===== config.mk =====
export PLATFORM = sky130hd
export DESIGN_NAME = tdes_round_sequencer
export DESIGN_NICKNAME = d
export VERILOG_FILES = /design/src/rtl/tdes_pkg.sv /design/src/rtl/tdes_round_counter.sv /design/src/rtl/tdes_round_sequencer.sv
export SDC_FILE = /design/constraint.sdc
export NUM_CORES = 1
export LEC_CHECK = 0
export ABC_AREA = 1
export CAP_MARGIN = 20
export CORE_UTILIZATION = 46
export DETAILED_ROUTE_END_ITERATION = 10
export PLACE_DENSITY = 0.77
export SLEW_MARGIN = 30
export SYNTH_ARGS = -nofsm -noshare
export SYNTH_HDL_FRONTEND = slang
export SYNTH_SLANG_ARGS = --single-unit

===== constraint.sdc =====
create_clock -name clk -period 1.65 [get_ports clk]
set_clock_uncertainty 0.15 [all_clocks]
set_input_delay 0.33 -clock clk [delete_from_list [all_inputs] [get_ports clk]]
set_output_delay 0.33 -clock clk [all_outputs]
set_load 0.02 [all_outputs]

===== src/rtl/tdes_pkg.sv =====
// rtl/tdes_pkg.sv - shared types, constants and pass key/direction lookup for the TDES round sequencer (honours TDES_KEYING_OPT2_EN)
package tdes_pkg;

    typedef enum logic [1:0] {
        IDLE,
        LOAD,
        ROUND,
        DONE
    } state_t;

    localparam int ROUNDS_DEFAULT = 16;

    localparam logic [1:0] KEY1 = 2'd0;
    localparam logic [1:0] KEY2 = 2'd1;
    localparam logic [1:0] KEY3 = 2'd2;

    typedef struct packed {
        logic [1:0] key;
        logic       dec;
    } pass_cfg_t;

    // EDE ordering: encrypt runs K1/K2/K3 as enc/dec/enc, decrypt mirrors it
    function automatic pass_cfg_t pass_cfg(input logic mode, input logic [1:0] pass);
        pass_cfg_t c;
        c = '0;
        c.dec = mode ? ~pass[0] : pass[0];
        case (pass)
            2'd0:    c.key = mode ? KEY3 : KEY1;
            2'd1:    c.key = KEY2;
            default: c.key = mode ? KEY1 : KEY3;
        endcase
`ifdef TDES_KEYING_OPT2_EN
        if (c.key == KEY3) begin
            c.key = KEY1;
        end
`endif
        return c;
    endfunction

endpackage


===== src/rtl/tdes_round_counter.sv =====
// rtl/tdes_round_counter.sv - 4-bit Feistel round counter with clear, enable and terminal-count flag
module tdes_round_counter
    import tdes_pkg::*;
#(
    parameter int ROUNDS = ROUNDS_DEFAULT
) (
    input  logic       clk,
    input  logic       rst,
    input  logic       clr,
    input  logic       en,
    output logic [3:0] count,
    output logic       tc
);

    always_ff @(posedge clk) begin
        if (rst || clr) begin
            count <= '0;
        end else if (en) begin
            count <= count + 4'd1;
        end
    end

    assign tc = (count == 4'(ROUNDS - 1));

endmodule


===== src/rtl/tdes_round_sequencer.sv =====
// rtl/tdes_round_sequencer.sv - TDES EDE round sequencing FSM driving datapath strobes and key-schedule selects (TDES_KEYING_OPT2_EN selects two-key TDES)
module tdes_round_sequencer
    import tdes_pkg::*;
#(
    parameter int NUM_PASSES = 3,
    parameter int ROUNDS     = ROUNDS_DEFAULT
) (
    input  logic       clk,
    input  logic       rst,
    input  logic       in_valid,
    output logic       in_ready,
    input  logic       mode,
    output logic       dp_load,
    output logic       dp_round_en,
    output logic       dp_final,
    output logic [1:0] key_idx,
    output logic [3:0] subkey_num,
    output logic       key_decrypt,
    output logic       out_valid,
    input  logic       out_ready,
    output logic       busy
);

    state_t     state, state_n;
    logic [1:0] pass;
    logic       mode_r;
    logic [3:0] round;
    logic       round_tc;
    logic       accept;
    logic       last_pass;
    logic       active;
    pass_cfg_t  cfg;

    assign accept    = in_valid & in_ready;
    assign last_pass = (pass == 2'(NUM_PASSES - 1));

    always_ff @(posedge clk) begin
        if (rst) begin
            state  <= IDLE;
            pass   <= '0;
            mode_r <= 1'b0;
        end else begin
            state <= state_n;
            if (accept) begin
                mode_r <= mode;
                pass   <= '0;
            end else if (state == ROUND && round_tc && !last_pass) begin
                pass <= pass + 2'd1;
            end
        end
    end

    // Clearing at terminal count leaves round at 0 for the next LOAD
    tdes_round_counter #(
        .ROUNDS(ROUNDS)
    ) u_round_counter (
        .clk  (clk),
        .rst  (rst),
        .clr  (accept | (state == ROUND && round_tc)),
        .en   (state == ROUND),
        .count(round),
        .tc   (round_tc)
    );

    always_comb begin
        state_n     = state;
        in_ready    = 1'b0;
        dp_load     = 1'b0;
        dp_round_en = 1'b0;
        dp_final    = 1'b0;
        out_valid   = 1'b0;
        case (state)
            IDLE: begin
                in_ready = ~rst;
                if (in_valid && !rst) begin
                    state_n = LOAD;
                end
            end
            LOAD: begin
                dp_load = 1'b1;
                state_n = ROUND;
            end
            ROUND: begin
                dp_round_en = 1'b1;
                if (round_tc) begin
                    dp_final = 1'b1;
                    state_n  = last_pass ? DONE : LOAD;
                end
            end
            DONE: begin
                out_valid = 1'b1;
                if (out_ready) begin
                    state_n = IDLE;
                end
            end
            default: state_n = IDLE;
        endcase
    end

    assign busy   = (state != IDLE);
    assign active = (state == LOAD) || (state == ROUND);

    always_comb begin
        cfg = pass_cfg(mode_r, pass);
        if (NUM_PASSES == 1) begin
            cfg.key = KEY1;
            cfg.dec = mode_r;
        end
    end

    assign key_idx     = active ? cfg.key : 2'd0;
    assign key_decrypt = active & cfg.dec;
    assign subkey_num  = !active ? 4'd0 : (cfg.dec ? 4'(ROUNDS - 1) - round : round);

endmodule


# Word-level counts from Yosys, hierarchy flattened
# Index checks and enable logic that the tools add are counted.
# op_classes
n_mux	18
reduce_logical	12
eq_ne	9
n_addsub	3
n_bitwise	5
# ops
operator	count
$mux 2	7
$mux 4	2
$pmux 2 s4	1
$mux 1	7
$eq 2x2->1 const B	3
$ne 2x2->1 const B	3
$add 4x1->4 const B	1
$eq 2x1->1 const B	2
$eq 4x4->1 const B	1
$logic_not 2->1	2
$pmux 2 s2	1
$sub 4x4->4 const A	1
$logic_and 1x1->1	3
$reduce_and 3->1	1
$add 2x1->2 const B	1
$and 1x1->1	2
$logic_not 1->1	2
$logic_or 1x1->1	2
$not 1->1	2
$reduce_bool 2->1	1
$reduce_or 2->1	1
$or 1x1->1	1
# word_totals
in_bits	5
out_inout_bits	13
ff_bits	9
wordCells	51

# Longest topological paths before layout
# logic_depth
word_depth	5
depth_mapped	8

# Modules after synthesis
# Synthesis repeated with hierarchy kept, for this count alone.
# unflattened
hier_cells	103
hier_area_um2	690.7
# modules_own_cells
mod	seq_area_each_um2	instances	cells_each	area_each_um2
tdes_round_sequencer	100.1	1	79	514.2
tdes_round_counter	80.1	1	24	176.4

# Worst setup path after synthesis
# Ideal clock, no wire load.
# synth_timing
path_type	reg2out
startpoint	register state[1]
endpoint	output port subkey_num[1]
arrival_time_ns	1.212
required_time_ns	1.170
stages_incl_launch_ff	5
path_buffers	0
slack_ns	-0.042
cell_sequence	dfxtp_1 > inv_1 > ha_1 > o21ai_0 > a21oi_1
# synth_between
elab_chain_len	3
elab_cells_between_ends	4
classes_between	eq/ne (2); mux (1); reduce/logical (1)
# synth_rtl
element	line_no	rtl
start: declaration	tdes_round_sequencer.sv:24	state_t state, state_n;
start signal: assignment	tdes_round_sequencer.sv:43	state <= state_n;
$eq 2x1->1 / $eq 2x2->1 (equally long branches)	tdes_round_sequencer.sv:101	assign active = (state == LOAD) || (state == ROUND);
$logic_or 1x1->1 *	tdes_round_sequencer.sv:101	
$mux 4 *	tdes_round_sequencer.sv:113	assign subkey_num = !active ? 4'd0 : (cfg.dec ? 4'(ROUNDS - 1) - round : round);
end: declaration	tdes_round_sequencer.sv:17	output logic [3:0] subkey_num,
# Every way passes the cells marked *; elsewhere a longest branch is shown, timed or not.

# Worst setup path after layout
# layout_timing
startpoint	register state[1]
endpoint	output port subkey_num[3]
# Same word-level chain as after synthesis.

==> out/metrics.yaml <==
timing.setup.tns_ps: -872
drv_cap: 0
dr_total_vias: 806
core-area_um2: 1320
die_width_um: 40.1
netSwitchingFraction: 0.455
path_max_fanout: 5
path_clk_slew_ps: 70
wl_per_cell_um: 15.8
cp.arrival_ps: 1330
slew_viol_final: 0
synth-seq-cells: 9
mostFrequentLayoutCells: "24 x buf_4, 14 x nand2_1, 11 x buf_6"
dp.cells: 142
max_freq_ghz: 0.553
crit_path_end_kind: "output port"
yosysWarnings: 0
required_ps: 1170
dieArea_um2: 1610
crit_path_top_delay_cell: "dfxtp_2"
min_period_over_period: 1.10
switchingPower_uw: 692
register_area_um2: 190
grt_max_degree: 9
instances_no_fill: 149
track_usage: 0.299
initial_core_util: 0.506
grt_antenna_before_repair: 0
num_io_pins: 18
fp.dieH_um: 40.1
place.gp.congestion: 0.773
p_comb_frac: 0.683
nets: 150
cts_tree: "built"
violations: "negative setup slack"
final_common_cell: "buf_4"
initialDrtViolationCount: 21
antenna_left: 0
firstDrtPassIters: 4
cts-root-buf: "clkbuf_4"
htreeDepth: 1
fillers: 47
power_density_nw_per_um2: 1300
clkPwrFrac: 0.122
grt_pass1_vias: 732
drive_gt1_frac: 0.522
finalSetupViolCount: 9
worst_slew_pin_slew_ps: 247
wl_um: 2350
holdWs_ps: 465
path_delay_family: "flip-flops"
synth.distinct_cells: 18
slew_headroom: 0.836
critPathKind: "flop to output port"
areaGrowthSynthToFinish_pct: 75.6
via_per_inst: 5.41
numPortBuffers: 17
min_path_type: "flop to flop"
internal_power_uw: 830
ys_seq_area_frac: 0.270
hold_viol: 0
dpl.hpwl_um: 1300
grt_first_pass_wirelength_um: 3090
pwr-share-seq: 0.195
multiInputGateArea_um2: 522
setup_ws_ps: -157
clock_sinks: 9
status: "complete, but fails checks"
syn_area_per_cell_um2: 7.49
clockBufferDepth: 2
clock_latency_ps: 270
cts_buffers: 3
p_leak_uw: 0.000521
cp-start-kind: "flop"
grt_overflow: 0
min_period_ps: 1810
critPathMaxStageDelay_ps: 350
synth_area_um2: 667
cp_cell_sequence: "inv_2 -> ha_4 -> o21ai_1 -> a21oi_1 -> buf_4"
irDropWorstVdd_mv: 1.04
antennaDiodeCount: 0
rsz0062_at_grt: "true"
core.rowCount: 13
synth_cells: 89
syn_nets: 104
drc: 0
post-place-ws_ps: -435
cp_num_buf_inv: 2
## final cells by class
type | instances | area share
clock buffers | 4 | 0.0224
inverters | 14 | 0.0470
repair buffers | 42 | 0.307
multi-input cells | 65 | 0.446
well taps | 15 | 0.0160
flip-flops and latches | 9 | 0.162
## registers in the layout, indices dropped and copies added, names as in the netlist
register,cells
mode_r,1
u_round_counter.count,4
pass,2
state,2
## timing repair
action	in CTS	in global routing
setup buffers	2	1
pin swaps	9	8
cloned	0	0
hold buffers	0	0
endpoints found under the setup margin	13	12
resized for setup	84	24
## path summary, 6_finish.rpt
kind	startpoint	end	depth (start not counted)	slack [ps]
worst max-delay path	state[1]$_SDFFE_PP0P_	subkey_num[3]	5	-160
worst min-delay path	pass[1]$_SDFFE_PP0P_	pass[1]$_SDFFE_PP0P_	3	470
worst max register to register	state[0]$_SDFFE_PP0P_	u_round_counter.count[3]$_SDFFE_PP0P_	9	40
worst min register to register	pass[1]$_SDFFE_PP0P_	pass[1]$_SDFFE_PP0P_	3	470
## synthesized netlist by cell type, drive strengths merged
| cell | count | area [um^2] |
|---|---|---|
| nand3 | 7 | 45.0 |
| nor2 | 14 | 60.1 |
| xnor2 | 2 | 25.0 |
| o21ai | 6 | 33.8 |
| a21oi | 6 | 30.0 |
| dfxtp | 9 | 180 |
| xor2 | 4 | 35.0 |
| nand2 | 14 | 52.6 |
| ha | 10 | 125 |
| or2 | 1 | 6.26 |
| inv | 14 | 52.6 |
| buf | 1 | 11.3 |
| o211a | 1 | 10.0 |
## power by group through the flow
stage / Sequential [uW] / Combinational (uW) / Clock [uW]
3_3_place_gp: 273 / 780 / 0
2_1_floorplan: 286 / 445 / 0
5_1_grt: 299 / 1090 / 191
6_report: 297 / 1040 / 185
3_5_place_dp: 276 / 803 / 0
4_1_cts: 280 / 861 / 180
## layer usage
layer / global-route usage / share of wire / wire (um)
met5: 0 / 0 / 0
met4: 0.198 / 0.063 / 147
met3: 0.0389 / 0.045 / 107
met2: 0.565 / 0.52 / 1230
met1: 0.299 / 0.37 / 866
## through the flow
step,cell area (um^2),util,total power (uW)
floorplan,667,-,731
global route,1170,0.889,1580
finish,1170,0.889,1520
global placement,1010,0.766,1050
detailed placement,1010,0.766,1080
CTS,1090,0.830,1320
## cells by family (layout without fill, tap and decap cells)
logic type,after synthesis,count (layout),synth area share
buffers and inverters,15,60,0.0957
adder cells (fa/ha/maj),10,10,0.188
AND/OR/NAND/NOR,36,36,0.246
flip-flops,9,9,0.270
AO/OA/AOI/OAI,13,13,0.111
XOR/XNOR,6,6,0.0901
## worst register-to-register path: stages (launching register included)
cell	delay (ps)
dfxtp_2	340
inv_4	80
buf_6	100
ha_4	130
buf_6	90
buf_6	120
nand2_1	50
nor2_1	100
xor2_1	240
nor2_1	80
(Power assumes the default switching activity.)
